==> src/rtl/dbus_req_ctrl_pkg.sv <==
// Shared data-bus types for the memory-stage request controller:
// request/response structs, access size encoding, controller state enum
// and the address alignment helper.
package dbus_req_ctrl_pkg;

    typedef enum logic [1:0] {
        MSIZE1 = 2'd0,
        MSIZE2 = 2'd1,
        MSIZE4 = 2'd2,
        MSIZE8 = 2'd3
    } msize_t;

    typedef struct packed {
        logic        valid;
        logic [63:0] addr;
        msize_t      size;
        logic [7:0]  strobe;
        logic [63:0] data;
    } dbus_req_t;

    typedef struct packed {
        logic        addr_ok;
        logic        data_ok;
        logic [63:0] data;
    } dbus_resp_t;

    typedef enum logic [1:0] {
        IDLE  = 2'd0,
        WAIT  = 2'd1,
        HOLD  = 2'd2,
        DRAIN = 2'd3
    } dbus_ctrl_state_t;

    // True when addr is a multiple of the access size.
    function automatic logic is_aligned(input logic [63:0] addr, input msize_t size);
        logic ok;
        case (size)
            MSIZE2:  ok = (addr[0] == 1'b0);
            MSIZE4:  ok = (addr[1:0] == 2'b00);
            MSIZE8:  ok = (addr[2:0] == 3'b000);
            default: ok = 1'b1;
        endcase
        return ok;
    endfunction

endpackage

==> src/rtl/dbus_req_ctrl.sv <==
// Memory-stage data-bus request controller. Passes a new request through
// with zero latency, holds it stable until data_ok, stalls the pipeline
// meanwhile, buffers the response when the pipeline cannot advance, and
// drains an in-flight request after a flush.
// Optional feature: define MEM_MISALIGN_CHECK_EN to block misaligned
// accesses at issue and report them on misalign.
module dbus_req_ctrl
    import dbus_req_ctrl_pkg::*;
#(
    parameter int unsigned CNT_W = 32
) (
    input  logic             clk,
    input  logic             reset,
    input  dbus_req_t        req_in,
    input  logic             advance,
    input  logic             flush,
    output dbus_req_t        dreq,
    input  dbus_resp_t       dresp,
    output logic [63:0]      rdata,
    output logic             done,
    output logic             stall,
    output logic             misalign,
    output logic [CNT_W-1:0] stall_cnt
);

    dbus_ctrl_state_t state, state_n;
    dbus_req_t        req_q;
    logic [63:0]      data_q;
    logic             misalign_q;
    logic             capture_req;
    logic             capture_data;
    logic             mis_now;

    // addr_ok only tells us the address phase was accepted; the request is
    // held until data_ok regardless, so it drives nothing here.
    logic addr_ok_unused;
    assign addr_ok_unused = dresp.addr_ok;

`ifdef MEM_MISALIGN_CHECK_EN
    assign mis_now = ~is_aligned(req_in.addr, req_in.size);
`else
    assign mis_now = 1'b0;
`endif

    // Next state and bus/pipeline outputs; everything idles while reset is high
    // so the bus side sees the abandon in the same cycle.
    always_comb begin
        state_n      = state;
        dreq         = '0;
        rdata        = '0;
        done         = 1'b0;
        stall        = 1'b0;
        misalign     = 1'b0;
        capture_req  = 1'b0;
        capture_data = 1'b0;
        if (!reset) begin
            unique case (state)
                IDLE: begin
                    if (req_in.valid && !flush) begin
                        if (mis_now) begin
                            misalign = 1'b1;
                            done     = 1'b1;
                            if (!advance) begin
                                state_n      = HOLD;
                                capture_data = 1'b1;
                            end
                        end else begin
                            dreq        = req_in;
                            capture_req = 1'b1;
                            if (dresp.data_ok) begin
                                done  = 1'b1;
                                rdata = dresp.data;
                                if (!advance) begin
                                    state_n      = HOLD;
                                    capture_data = 1'b1;
                                end
                            end else begin
                                stall   = 1'b1;
                                state_n = WAIT;
                            end
                        end
                    end
                end
                WAIT: begin
                    dreq = req_q;
                    if (dresp.data_ok) begin
                        if (!flush) begin
                            done  = 1'b1;
                            rdata = dresp.data;
                            if (advance) begin
                                state_n = IDLE;
                            end else begin
                                state_n      = HOLD;
                                capture_data = 1'b1;
                            end
                        end else begin
                            state_n = IDLE;
                        end
                    end else begin
                        stall = 1'b1;
                        if (flush) begin
                            state_n = DRAIN;
                        end
                    end
                end
                HOLD: begin
                    done     = 1'b1;
                    rdata    = data_q;
                    misalign = misalign_q;
                    if (advance || flush) begin
                        state_n = IDLE;
                    end
                end
                DRAIN: begin
                    dreq  = req_q;
                    stall = 1'b1;
                    if (dresp.data_ok) begin
                        state_n = IDLE;
                    end
                end
                default: state_n = IDLE;
            endcase
        end
    end

    // State, held request, buffered response and saturating stall counter.
    always_ff @(posedge clk) begin
        if (reset) begin
            state      <= IDLE;
            req_q      <= '0;
            data_q     <= '0;
            misalign_q <= 1'b0;
            stall_cnt  <= '0;
        end else begin
            state <= state_n;
            if (capture_req) begin
                req_q <= req_in;
            end
            if (capture_data) begin
                data_q     <= rdata;
                misalign_q <= misalign;
            end
            if (stall && (stall_cnt != '1)) begin
                stall_cnt <= stall_cnt + 1'b1;
            end
        end
    end

endmodule

==> config.mk <==
export PLATFORM = sky130hd
export DESIGN_NAME = dbus_req_ctrl
export DESIGN_NICKNAME = d
export VERILOG_FILES = /design/src/rtl/dbus_req_ctrl_pkg.sv /design/src/rtl/dbus_req_ctrl.sv
export SDC_FILE = /design/constraint.sdc
export NUM_CORES = 1
export LEC_CHECK = 0
export BUFFER_PORTS_ARGS = -buffer_cell sky130_fd_sc_hd__buf_2
export CAP_MARGIN = 20
export CORE_AREA = 2 2 176 178
export CTS_BUF_LIST = sky130_fd_sc_hd__clkbuf_16
export CTS_CLUSTER_SIZE = 25
export DETAILED_ROUTE_END_ITERATION = 8
export DIE_AREA = 0 0 178 180
export PLACE_DENSITY = 0.59
export SLEW_MARGIN = 5
export SYNTH_ARGS = -nofsm -noshare
export SYNTH_HDL_FRONTEND = slang
export SYNTH_SLANG_ARGS = --single-unit
==> constraint.sdc <==
create_clock -name clk -period 3.1 [get_ports clk]
set_input_delay 0.62 -clock clk [delete_from_list [all_inputs] [get_ports clk]]
set_output_delay 0.62 -clock clk [all_outputs]
set_load 0.005 [all_outputs]
==> impl_metrics.tcl, run 1 <==
set metrics [dict create \
    cts_tree "yes" \
    hold_end "state[0]" \
    final_nets 2080 \
    setup_viol 0 \
    cts_hold_buf 0 \
    fp-row-count 64 \
    max-vdd-ir-drop_mv 0.3375 \
    synthCells 1506 \
    avgSynthCellArea_um2 7.201 \
    async_reset_ff_share_pct 0 \
    path_class "flip-flop to output pin" \
    vias_per_cell 5.235 \
    slew_headroom_pct 33.09 \
    hp-start "dresp[64]" \
    numClockSinks 238 \
    top_usage_layer "met2" \
    nFillCells 3185 \
    die_x_um 178 \
    drc 0 \
    min_period_ns 2.995 \
    antenna_left 0 \
    tightest_slew_ns 0.9976 \
    synth_compound_gate_area_share_pct 24.80 \
    dp_hpwl_um 24290 \
    drt_iter0_markers 779 \
    dp_cells 2234 \
    synth_fa_ha_area_share_pct 0.1154 \
    hold_class "input pin to flip-flop" \
    num_vias 12000 \
    final-instance-count-excl-fill 2292 \
    wl_per_cell_um 16.25 \
    area_delta_synth_final_pct 31.92 \
    reg2reg_depth 6 \
    cts.root.buffer_cell "clkbuf_16" \
    startpoint_type "flip-flop" \
    synth_nets 1716 \
    path_clk_slew_ns 0.06 \
    grt_max_degree 175 \
    use_met1_pct 26.04 \
    core_um2 30190 \
    grt_util_met2_pct 36.06 \
    grt_setup_unrepaired "true" \
    clockBufferDepth 3 \
    whs_ns 0.2922 \
    synthFlopType "dfxtp_1" \
    endpoint_kind "output pin" \
    synth-seq-cells 238 \
    synth_top_family_by_area "simple AND/OR/NAND/NOR gates" \
    min_period_over_period_pct 96.60 \
    final.setup.tns_ns 0 \
    timing.rr.end "stall_cnt[1]" \
    drive_gt1_share_pct 27.65 \
    insertion_delay_ns 0.53 \
    place.gp.congestion 0.8052 \
    yosysUniqueCellTypes 43 \
    min_path_cells 2 \
    max_freq_ghz 0.3339 \
    track_usage_pct 21.38 \
    rrSetupSlack_ns 0.29 \
    htree_levels 1 \
    synth-simple-area-share_pct 25.55 \
    p_leak_nw 5.918 \
    cap_violations 0 \
    grt_pass1_vias 10900 \
    worstPathArrival_ns 2.37 \
    grt_remaining_overflow 0 \
    design.portCount 447 \
    die_area_um2 32040 \
    grt_first_pass_wirelength_um 56810 \
    status "finished clean" \
    antenna_found_initial 10 \
    routed_wl_um 37240 \
    synth_edf_count 0 \
    rr_startpoint "stall_cnt[12]" \
    yosys_warnings 0 \
    synth_xor_area_share_pct 0.3230 \
    cts_setup_buffers 0 \
    seq_area_frac_synth_pct 43.93 \
    cp.required_ns 2.48 \
    synthMuxAreaShare_pct 0.4038 \
    die_y_um 180 \
    grt_use_met3_pct 5.901 \
    power_density_nw_per_um2 485.6 \
    drtPass1Iterations 4 \
    start_util_pct 35.93 \
    finalHoldViolCount 0 \
    critPathMaxFanout 43 \
    total_power_mw 6.947 \
    io_buffers 445 \
    numCtsBuffers 28 \
    syn_area_um2 10850 \
    clock_skew_ns 0.008404 \
    maxSlewViolCount 0 \
]
-- metrics by stage --
| step | cell area [um2] | worst slack (ns) | utilization, % |
|---|---|---|---|
| after floorplan | 10850 | 0.4942 | - |
| after global placement | 13410 | 0.2262 | 44.43 |
| after detailed placement | 13410 | 0.1815 | 44.43 |
| after CTS | 14250 | 0.09836 | 47.19 |
| after global routing | 14310 | -0.04157 | 47.38 |
| final | 14310 | 0.1054 | 47.39 |
-- worst max-delay path, cell delays in order (launching register included) --
cell	delay, ns
dfxtp_1	0.36
or3b_4	0.44
nor2_4	0.23
buf_6	0.36
nand2_1	0.13
a21oi_1	0.17
buf_2	0.14
-- flip-flops by register name, summed over array words and instances (netlist names) --
| register | count |
|---|---|
| req_q | 139 |
| data_q | 64 |
| stall_cnt | 32 |
| state | 2 |
| misalign_q | 1 |
-- layout make-up --
type	count	area, um2	area share (%)
antenna	8	20.02	0.1399
clock buffer	30	750.7	5.247
clock inverter	18	82.58	0.5772
inverter	5	18.77	0.1312
multi-input combinational	1128	5598	39.13
sequential	238	4768	33.33
tap	396	495.5	3.463
timing repair buffer	469	2574	17.99
-- cell usage after synthesis, types with 2 or more instances --
master     count  area share [%]
and4_1         3            0.24
o21ai_0       14            0.65
nor3_1         4            0.18
or4_1         12            0.83
o2111ai_1      2            0.16
nor4_1         4            0.23
a21oi_1      300              14
buf_1         13            0.45
nor2b_1        5            0.29
clkbuf_1     120             4.2
mux2_2         3            0.31
o31ai_1       74             5.1
nor2_1        83             2.9
nand4_1       12            0.69
buf_2          2           0.092
inv_1          3            0.10
and3_1         7            0.40
nand2_1      433              15
a22oi_1       64             4.4
or3_1         14            0.81
nand3_1       73             3.4
xor2_1         3            0.24
dfxtp_1      238              44
-- power by group --
part | switching (mW) | internal [mW] | total, mW
logic | 0.459 | 0.277 | 0.737
clock network | 1.29 | 1.72 | 3.02
registers | 0.0434 | 3.15 | 3.19
-- cell families (layout without fill, tap and decap cells) --
kind of cell             after synthesis  count (layout)
AO/OA/AOI/OAI                        461             461
XOR/XNOR                               4               4
adder cells (fa/ha/maj)                1               1
buffers and inverters                140             522
flip-flops                           238             238
multiplexers                           4               4
other                                  0               8
AND/OR/NAND/NOR                      658             658
-- repair_timing --
| action | CTS | global route |
|---|---|---|
| resized for setup | 0 | 2 |
| setup endpoints to repair | 0 | 16 |
| endpoints found under the hold margin | 0 | 0 |
-- worst max path at each step --
| stage | start | to | slack [ns] | cells after the start |
|---|---|---|---|---|
| after floorplan | flush | dreq[119] | 0.49 | 6 |
| after global placement | req_in[138] | stall_cnt[23] | 0.23 | 7 |
| after detailed placement | req_in[138] | stall_cnt[23] | 0.18 | 7 |
| after CTS | state[1] | dreq[104] | 0.1 | 6 |
| after global routing | state[1] | dreq[124] | -0.04 | 6 |
| final | state[1] | dreq[128] | 0.11 | 6 |
-- layout by cell type (no fill, tap or decap), types with 2 or more instances in the layout --
cell / Yosys / final
o21ai_0: 14 / 14
buf_12: 0 / 10
nand2_1: 433 / 432
a21oi_1: 300 / 300
nand3_1: 73 / 72
and4_1: 3 / 3
buf_4: 0 / 12
nor2_4: 0 / 2
nand4_1: 12 / 12
buf_2: 2 / 444
xor2_1: 3 / 3
o31ai_1: 74 / 74
or3_1: 14 / 14
inv_2: 1 / 2
clkinv_2: 0 / 5
o2111ai_1: 2 / 2
clkinv_1: 1 / 8
nor3_1: 4 / 4
mux2_2: 3 / 3
nor4_1: 4 / 4
nor2_1: 83 / 81
dfxtp_1: 238 / 237
clkbuf_16: 0 / 32
nor2b_1: 5 / 4
diode_2: 0 / 8
inv_1: 3 / 6
a22oi_1: 64 / 64
or4_1: 12 / 12
and3_1: 7 / 7
-- layer usage --
metal	vias up	share of wire, %
met5	-	0.030
met4	2	2.7
li1	5973	-
met1	5529	41
met3	69	8.8
met2	426	47
(Power assumes the default switching activity.)
==> run 2: changes to the inputs <==
--- a/config.mk
+++ b/config.mk
@@ -5,14 +5,15 @@
 export SDC_FILE = /design/constraint.sdc
 export NUM_CORES = 1
 export LEC_CHECK = 0
+export ABC_AREA = 1
 export BUFFER_PORTS_ARGS = -buffer_cell sky130_fd_sc_hd__buf_2
 export CAP_MARGIN = 20
-export CORE_AREA = 2 2 176 178
+export CORE_AREA = 2 2 175 177
 export CTS_BUF_LIST = sky130_fd_sc_hd__clkbuf_16
 export CTS_CLUSTER_SIZE = 25
 export DETAILED_ROUTE_END_ITERATION = 8
-export DIE_AREA = 0 0 178 180
-export PLACE_DENSITY = 0.59
+export DIE_AREA = 0 0 177 179
+export PLACE_DENSITY = 0.62
 export SLEW_MARGIN = 5
 export SYNTH_ARGS = -nofsm -noshare
 export SYNTH_HDL_FRONTEND = slang
==> run 2 against run 1 <==
Clock skew increased by 0.0052 ns. Register-to-register slack improved by 0.71 ns. Non-clock buffer count unchanged. Critical path type unchanged. Largest cell class unchanged.
==> impl_metrics.tcl, run 2 <==
set metrics [dict create \
    status "finished clean" \
    cp.required_ns 2.48 \
    whs_ns 0.3630 \
    reg2reg_depth 9 \
    cts.root.buffer_cell "clkbuf_16" \
    num_vias 13160 \
    wl_per_cell_um 15.13 \
    slew_headroom_pct 35.84 \
    hold_class "input pin to flip-flop" \
    fp-row-count 64 \
    drt_iter0_markers 850 \
    synth_edf_count 0 \
    cp_top_family "buffers and inverters" \
    cts_tree "yes" \
    die_y_um 179 \
    multi_input_area_um2 6118 \
    numCtsBuffers 27 \
    worstPathArrival_ns 2.20 \
    min_period_over_period_pct 90.82 \
    max_freq_ghz 0.3552 \
    yosys_warnings 0 \
    max-vdd-ir-drop_mv 0.3767 \
    yosys-top-cells-area "dfxtp_1 41%, nand2_1 24%, a21oi_1 16%" \
    yosys.cell_count.top_type "nand2_1" \
    htree_levels 1 \
    numClockSinks 238 \
    antenna_found_initial 7 \
    drtPass1Iterations 5 \
    final_nets 2356 \
    largest_register_ffs 139 \
    syn_area_um2 11630 \
    synthCells 1790 \
    grt_setup_unrepaired "false" \
    nFillCells 3144 \
    grt_max_degree 140 \
    critPathMaxFanout 85 \
    async_reset_ff_share_pct 0 \
    seq_area_frac_synth_pct 40.98 \
    synth_top_cells_by_count "731 x nand2_1, 370 x a21oi_1, 238 x dfxtp_1, 84 x nand3_1, 78 x clkbuf_1" \
    core_um2 30030 \
    insertion_delay_ns 0.53 \
    reg.largest.list "req_q: 139 flops, data_q: 64 flops, stall_cnt: 32 flops" \
    maxSlewViolCount 0 \
    startpoint_type "flip-flop" \
    io_buffers 445 \
    track_usage_pct 22.46 \
    drc 0 \
    start_util_pct 38.72 \
    routed_wl_um 38840 \
    clockBufferDepth 3 \
    grt_first_pass_wirelength_um 58420 \
    final.setup.tns_ns 0 \
    total_power_mw 8.731 \
    ff_latch_area_um2 4768 \
    cap_violations 0 \
    drive_gt1_share_pct 24.11 \
    vias_per_cell 5.125 \
    synth_nets 2000 \
    synth-seq-cells 238 \
    ctsResizeCount 0 \
    finalHoldViolCount 0 \
    die_area_um2 31680 \
    layout_commonest_cell "nand2_1" \
    p_leak_nw 6.498 \
    cp_slowest_cell "buf_4" \
    clock_skew_ns 0.01365 \
    path_class "flip-flop to output pin" \
    avgSynthCellArea_um2 6.495 \
    crit_chain "buf_4, nand2_1, a21oi_1, buf_2" \
    path_depth 4 \
    cts_hold_buf 0 \
    dp_hpwl_um 25580 \
    place.gp.congestion 0.8830 \
    synthFlopType "dfxtp_1" \
    setup_viol 0 \
    cts_setup_buffers 0 \
    endpoint_kind "output pin" \
    die_x_um 177 \
    max_stage_delay_ns 0.74 \
    min_period_ns 2.815 \
    synth_top_area_cell "dfxtp_1" \
    power_density_nw_per_um2 585.2 \
    antenna_left 0 \
    final_cell_mix "731 x nand2_1, 444 x buf_2, 370 x a21oi_1" \
    design.portCount 447 \
    grt_remaining_overflow 0 \
    area_delta_synth_final_pct 28.34 \
    tightest_slew_ns 0.9624 \
    path_clk_slew_ns 0.06 \
    grt_pass1_vias 11300 \
    yosysUniqueCellTypes 29 \
    regMostFlops "req_q" \
    cp_num_buf_inv 2 \
    min_path_cells 3 \
    synth_top_area_share_pct 40.98 \
]
-- run 2: changes by cell type in the layout (fill, tap and decap cells not counted), sizes merged, moves of 7 or more --
cell   before  now
or4        12    0
and3        7    0
a21oi     300  371
nand4      12   68
nand3      73   85
o21ai      14    6
o31ai      75    0
or3        14    0
inv         9   44
nand2     433  734
a22oi      64    0
-- run 2: logic make-up (layout without fill, tap and decap cells) --
| logic type | count (synthesis) | after routing | share of synthesized area (%) |
|---|---|---|---|
| xor gates and xnor gates | 12 | 12 | 0.9040 |
| DFF | 238 | 238 | 40.98 |
| other | 0 | 7 | 0 |
| AOI/OAI and AO/OA | 379 | 379 | 16.39 |
| buffers and inverters | 176 | 551 | 6.479 |
| and+or+nand+nor | 984 | 984 | 35.14 |
| adders and majority gates | 1 | 1 | 0.1076 |
-- run 2: final timing paths --
kind                                   start           end  slack (ns)
worst min-delay path             req_in[123]    req_q[123]        0.36
worst max register to register  stall_cnt[1]  stall_cnt[6]        1.00
worst min register to register    misalign_q    misalign_q        0.45
worst max-delay path                state[0]      dreq[70]        0.28
-- run 2: per-layer routing --
| layer | up-vias | share of wire [%] | GRT usage (%) |
|---|---|---|---|
| met5 | - | 0 | 0 |
| met4 | 0 | 2.4 | 8.506 |
| met3 | 68 | 8.1 | 5.768 |
| met2 | 424 | 47 | 37.09 |
| met1 | 6061 | 42 | 28.12 |
| li1 | 6609 | - | - |
-- run 2: per-stage QoR --
stage	util [%]	cell area (um2)	instances	setup slack, ns
global placement	46.93	14090	2513	0.5354
global route	49.69	14920	2568	0.09465
finish	49.69	14920	2568	0.2845
floorplan	-	11630	1790	0.9226
detailed placement	46.93	14090	2513	0.5257
CTS	49.63	14900	2561	0.2541
-- run 2: final cells by class --
| cell class | instances | area share, % |
|---|---|---|
| antenna | 7 | 0.1174 |
| multi-input combinational | 1376 | 41.01 |
| timing repair buffer | 469 | 17.29 |
| tap | 396 | 3.321 |
| sequential | 238 | 31.96 |
| clock inverter | 21 | 0.9057 |
| clock buffer | 27 | 4.528 |
| inverter | 34 | 0.8721 |
-- run 2: worst reg2reg max path, delay by kind of cell, from the launching register on --
| kind | cells | cell delay [ns] |
|---|---|---|
| DFF | 1 | 0.37 |
| adders and majority gates | 1 | 0.17 |
| AOI/OAI and AO/OA | 1 | 0.14 |
| and+or+nand+nor | 7 | 1.36 |
-- run 2: report_power, final --
part / switching [mW] / total [mW] / internal (mW) / leakage, nW
clock network: 1.25 / 2.97 / 1.72 / 0.431
registers: 0.152 / 3.46 / 3.30 / 1.93
logic: 1.56 / 2.30 / 0.744 / 4.14
total: 2.96 / 8.73 / 5.77 / 6.50
